File: src/rtl/bcd_timer.sv
// rtl/bcd_timer.sv - M:SS BCD elapsed-time counter with a pausable one-second prescaler
module bcd_timer #(
  parameter int unsigned TICKS_PER_SECOND = 50_000_000
) (
  input  logic       clk,
  input  logic       reset,
  input  logic       count,
  output logic [3:0] seconds0,
  output logic [3:0] seconds1,
  output logic [3:0] minutes0
);

  localparam logic [31:0] PRESC_MAX = 32'(TICKS_PER_SECOND - 1);

  logic [31:0] presc_q = '0;
  logic [31:0] presc_d;
  logic [3:0]  sec0_q = '0;
  logic [3:0]  sec0_d;
  logic [3:0]  sec1_q = '0;
  logic [3:0]  sec1_d;
  logic [3:0]  min0_q = '0;
  logic [3:0]  min0_d;

  logic tick;
  logic sec0_wrap;
  logic sec1_wrap;
  logic min0_wrap;

  // Out-of-range digits compare as their wrap value, so they clear and carry.
  assign sec0_wrap = (sec0_q >= 4'd9);
  assign sec1_wrap = (sec1_q >= 4'd5);
  assign min0_wrap = (min0_q >= 4'd9);

  assign tick = count && (presc_q >= PRESC_MAX);

  always_comb begin
    presc_d = presc_q;
    sec0_d  = sec0_q;
    sec1_d  = sec1_q;
    min0_d  = min0_q;

    if (!reset) begin
      presc_d = '0;
      sec0_d  = '0;
      sec1_d  = '0;
      min0_d  = '0;
    end else if (count) begin
      presc_d = tick ? 32'd0 : presc_q + 32'd1;
      if (tick) begin
        sec0_d = sec0_wrap ? 4'd0 : sec0_q + 4'd1;
        if (sec0_wrap) begin
          sec1_d = sec1_wrap ? 4'd0 : sec1_q + 4'd1;
          if (sec1_wrap) begin
            min0_d = min0_wrap ? 4'd0 : min0_q + 4'd1;
          end
        end
      end
    end
  end

  always_ff @(posedge clk) begin
    presc_q <= presc_d;
    sec0_q  <= sec0_d;
    sec1_q  <= sec1_d;
    min0_q  <= min0_d;
  end

  assign seconds0 = sec0_q;
  assign seconds1 = sec1_q;
  assign minutes0 = min0_q;

endmodule

File: config.mk
export PLATFORM = sky130hd
export DESIGN_NAME = bcd_timer
export DESIGN_NICKNAME = d
export VERILOG_FILES = /design/src/rtl/bcd_timer.sv
export SDC_FILE = /design/constraint.sdc
export NUM_CORES = 1
export LEC_CHECK = 0
export ABC_AREA = 1
export BUFFER_PORTS_ARGS = -buffer_cell sky130_fd_sc_hd__buf_4
export CORE_ASPECT_RATIO = 1.1
export CORE_MARGIN = 2
export CORE_UTILIZATION = 51
export CTS_CLUSTER_SIZE = 40
export DETAILED_ROUTE_END_ITERATION = 7
export PLACE_DENSITY = 0.75
export SYNTH_ARGS = -nofsm -noshare
export SYNTH_HDL_FRONTEND = slang
export SYNTH_SLANG_ARGS = --single-unit
File: constraint.sdc
create_clock -name clk -period 1.77 [get_ports clk]
set_input_delay 0.177 -clock clk [delete_from_list [all_inputs] [get_ports clk]]
set_output_delay 0.177 -clock clk [all_outputs]
set_load 0.03 [all_outputs]
# After elaboration in Yosys (flattened, before gate mapping)

Cells that the tools add are included.
Widths: inputs -> output; s select.

Bits in registers: 44
Bits of input ports: 3

$add $sub $neg: 4
$lt $le $gt $ge: 4
Mux-type cells: 4
Reduce and logical (&&, ||, !) cells: 4

Operators by type and width:

| operator              | count |
|---|---|
| $add 32x1->32 const B | 1 |
| $ge 32x26->1 const B  | 1 |
| $mux 32               | 1 |
| $add 4x1->4 const B   | 3 |
| $mux 4                | 3 |
| $ge 4x4->1 const B    | 2 |
| $ge 4x3->1 const B    | 1 |
| $reduce_and 4->1      | 1 |
| $reduce_and 3->1      | 1 |
| $reduce_and 2->1      | 1 |
| $logic_and 1x1->1     | 1 |

# Longest topological paths before layout

Depth in word-level cells: 3
Gate-level depth with buffers: 12
Gate-level depth less buffers: 11

# Least setup slack after synthesis

No wires, ideal clock.

Path type: register to register
Start point: reg sec0_q[0] (netlist: seconds0[0])
End point: reg min0_q[0] (netlist: minutes0[0])
Arrival time: 1.495 ns
Setup slack: 0.143 ns
Stages on the path, launching flop included: 9
Buffers on the path: 0
Period minus slack after synthesis: 1.627 ns
Cells stage by stage: dfxtp_1 > inv_1 > ha_1 > nand2_1 > nand2_1 > nor2_1 > nand3_4 > nand2_1 > a21oi_1

Longest elaborated chain between the ends: 2

RTL lines:

| what                              | line | text |
|---|---|---|
| start, declared                   | 17   | `logic [3:0] sec0_q = '0;` |
| start signal, assigned            | 63   | `sec0_q <= sec0_d;` |
| $ge 4x4->1                        | 30   | `assign sec0_wrap = (sec0_q >= 4'd9);` |
| $reduce_and 4->1 (no source line) | -    |  |
| end signal, assigned              | 65   | `min0_q <= min0_d;` |
| end, declared                     | 21   | `logic [3:0] min0_q = '0;` |

No other way between the ends.
A chain may end at the register's enable or synchronous reset.

# Worst setup path in the final report

Start point: reg presc_q[1]
End point: reg presc_q[12]

Longest elaborated chain between the ends: 3
Elaborated cells between the ends (all ways): 4
Those cells by class: 1 x add/sub; 1 x order compare; 1 x mux; 1 x reduce/logical

RTL lines:

| what                   | line | text |
|---|---|---|
| start, declared        | 15   | `logic [31:0] presc_q = '0;` |
| start signal, assigned | 62   | `presc_q <= presc_d;` |
| $ge 32x26->1           | 34   | `assign tick = count && (presc_q >= PRESC_MAX);` |
| $logic_and 1x1->1      | 34   |  |
| $mux 32 (*)            | 48   | `presc_d = tick ? 32'd0 : presc_q + 32'd1;` |

Every way passes the cells marked *; elsewhere a longest branch is shown, timed or not.

==> key figures <==
Synth
  – Syn Area/Cell: roughly 7.0 sq um
  – Yosys cell types: 32
  – Synth Register Bits: between 40 and 50
  – Seq/Total Area, Yosys: 0.370
  – Mapped Cells: 340
  – Syn. warnings: 0
  – Mapped Area: roughly 2400 sq um
  – Mapped Nets: 353

GRT
  – Largest net degree at the start of global routing: 20
  – GRT Total Usage: 0.186
  – First-pass GRT wire length: ~7800 um
  – Vias in the first global route: between 1500 and 2000
  – Gr ovfl total: 0
  – Initial antenna violation count: 0

Min path
  – Hold Path Class: in -> reg
  – Hold depth: 3
  – Min-Delay Startpoint: reset
  – Hold endpoint: minutes0[2]$_SDFFE_PN0P_

STA
  – Final Max Slew Viols: 0
  – Max Clk Rate: 0.606 GHz
  – RSZ-0062 raised after global routing: false
  – Rel. slew slack: 0.671
  – Crit path time final: between 1.5 and 2 ns
  – Least-Margin Pin Slew: between 0.4 and 0.5 ns
  – Final Cycle Share: 0.932
  – Final hold violation count: 0
  – Finish-stage setup viols: 0
  – Clock skew: ~0.014 ns
  – Setup_tns: 0 ns

Run
  – Max cap viols: 0

Detailed routing
  – DRC: 0
  – Post-Route WL: ~4600 um
  – Vias: between 2000 and 2500
  – Routed len/inst: approximately 11 um
  – Vias per cell: approximately 5.0
  – Initial DRC count: about 120
  – Post-route ant nets: 0
  – First-pass iteration count of the detailed router: 4

Critical path
  – Critical-path top delay cell: dfxtp_1
  – Crit Path Max Fanout: 3
  – Critical Path Most Common Cell: nor2_2
  – CP Capture Type: register
  – Worst r2r dst: presc_q[12]$_SDFFE_PN0P_
  – R2R depth: 8
  – R2r startpoint: presc_q[1]$_SDFFE_PN0P_
  – Reg2Reg Setup Slack: around 0.12 ns
  – WS Path Type: reg -> reg
  – CP Cell Sequence: ha_1 -> nand2_1 -> nor2_2 -> nand4_1 -> nor2_2 -> buf_4 -> xor2_1 -> nor2_1
  – Max stage delay on crit path: roughly 0.38 ns
  – CP arrival: 1.85 ns
  – Worst Path Required: between 1.5 and 2 ns
  – Startpoint Class: register

CTS
  – Clock transition at path regs: approximately 0.09 ns
  – Clock sink count: 44
  – Longest Clk Path Bufs: 2
  – H-tree depth: 2
  – CTS tree: done
  – Worst skew pair latency: 0.31 ns
  – CTS Buf Count: 5
  – CTS root buffer: clkbuf_8

Floorplan
  – Starting Density: 0.523
  – Die H: 75.7 um
  – Rows: 26
  – Die Area: approximately 5200 sq um
  – IO Count: 15
  – Core Footprint: between 4000 and 5000 sq um
  – Die width: approximately 69 um

Finish
  – Final Cell Area: 2650 sq um
  – Ant. Diodes: 0
  – Fill cell count: roughly 460
  – Footprint of the multi-input gates: between 1000 and 1500 sq um
  – P&R area growth vs syn: 11.3%
  – Layout cells sized above 1: 0.119
  – # nets final: 373
  – Sequential standard cell area: just under 900 sq um

Place
  – Port Buffer Count: 14
  – Hpwl dp: 3320 um
  – Routability cong.: 0.819
  – Placement Cell Area: 2540 sq um

Power
  – PwrDens: about 650 nW/um^2
  – Peak VDD IR: 0.352 mV
  – Pleak: between 1 and 1.5 nW

Status
  – Status: complete, no violations
-- per-stage QoR --
| stage | util | total power, mW | std cells | setup WS [ns] | hold WS (ns) |
|---|---|---|---|---|---|
| after global routing | 0.582 | 1.78 | 417 | 0.00174 | 0.201 |
| after floorplan | - | 1.06 | 340 | 0.143 | 0.344 |
| after global placement | 0.557 | 1.07 | 407 | 0.221 | 0.433 |
| after CTS | 0.578 | 1.74 | 415 | 0.141 | 0.193 |
| final | 0.582 | 1.72 | 417 | 0.120 | 0.199 |
| after detailed placement | 0.557 | 1.07 | 407 | 0.172 | 0.435 |
-- logic make-up after synthesis --
| kind of cell | share of synthesized area |
|---|---|
| xor gates and xnor gates | 0.0441 |
| buffers and inverters | 0.0941 |
| AOI/OAI and AO/OA | 0.0620 |
| and+or+nand+nor | 0.377 |
| DFF | 0.370 |
| adders and majority gates | 0.0525 |
-- critical path, delay by kind of cell, from the launching register on --
| family | cells | cell delay [ns] |
|---|---|---|
| flip-flops | 1 | 0.38 |
| buffers and inverters | 1 | 0.13 |
| AND/OR/NAND/NOR | 5 | 0.70 |
| adder cells (fa/ha/maj) | 1 | 0.20 |
| XOR/XNOR | 1 | 0.15 |
-- Yosys cell counts --
master,count,area (sq um)
dfxtp_1,44,881
nor3_2,1,10.0
nand2_1,78,293
a21oi_1,15,75.1
inv_1,47,176
nand3_2,3,30.0
o21ai_1,1,5.00
buf_6,2,22.5
nand3_4,1,17.5
xnor2_1,3,26.3
o211ai_1,1,7.51
nor2_1,55,206
nand3b_1,1,7.51
nand2_4,1,11.3
nor2_4,4,45.0
buf_4,1,7.51
a31oi_1,1,6.26
buf_2,2,10.0
nand4_1,12,75.1
ha_1,10,125
nand2_2,2,12.5
a21o_1,1,7.51
nand3_1,17,85.1
and2_1,1,6.26
a21boi_0,1,7.51
a22o_1,1,8.76
nor3_1,10,50.1
o21ai_0,6,30.0
nor2_2,3,18.8
nor3b_1,4,30.0
clkbuf_1,2,7.51
xor2_1,9,78.8
-- sequential cells by signal, summed over array words and instances (netlist names) --
| signal | flops |
|---|---|
| seconds0 | 4 |
| presc_q | 32 |
| minutes0 | 4 |
| seconds1 | 4 |
-- final cells by class --
class	instances	share of cell area
Clock buffer	7	0.0326
Tap cell	56	0.0264
Timing Repair Buffer	20	0.0567
Inverter	47	0.0666
Multi-Input combinational cell	242	0.483
Sequential cell	44	0.332
Clock inverter	1	0.00283
-- cell usage in the layout, fill, tap and decap left out, types with 10 or more instances in the layout --
| cell type | n |
|---|---|
| nand2_1 | 78 |
| nor2_1 | 54 |
| inv_1 | 47 |
| dfxtp_1 | 44 |
| buf_4 | 20 |
| nand3_1 | 17 |
| a21oi_1 | 15 |
| nand4_1 | 12 |
| nor3_1 | 10 |
| ha_1 | 10 |
-- power by group --
part | switching (mW) | total (mW) | internal, mW
registers | 0.00379 | 0.997 | 0.993
logic | 0.0378 | 0.0536 | 0.0158
clock network | 0.356 | 0.674 | 0.318
total | 0.398 | 1.72 | 1.33
-- repair_timing --
action,in CTS,in global routing
setup buffers,0,2
endpoints found under the setup margin,0,3
hold buffers,0,0
gates resized for setup,0,1
endpoints found under the hold margin,0,0
-- layer usage --
metal  GRT usage  routed length [um]
met5           0                   0
met4      0.0915                 100
met3      0.0317                 115
met2       0.333                2140
met1       0.219                2210
-- how the worst max path moves through the flow --
stage | from | cells after the start | slack [ns] | end
after floorplan | seconds0[0]$_SDFFE_PN0P_ | 8 | 0.14 | minutes0[0]$_SDFFE_PN0P_
after global placement | presc_q[4]$_SDFFE_PN0P_ | 9 | 0.22 | presc_q[24]$_SDFFE_PN0P_
after detailed placement | presc_q[0]$_SDFFE_PN0P_ | 8 | 0.17 | presc_q[18]$_SDFFE_PN0P_
after CTS | presc_q[1]$_SDFFE_PN0P_ | 8 | 0.14 | presc_q[18]$_SDFFE_PN0P_
after global routing | presc_q[1]$_SDFFE_PN0P_ | 10 | 0.002 | seconds0[1]$_SDFFE_PN0P_
final | presc_q[1]$_SDFFE_PN0P_ | 8 | 0.12 | presc_q[12]$_SDFFE_PN0P_
Note: power is estimated with default switching activity, not from simulation.
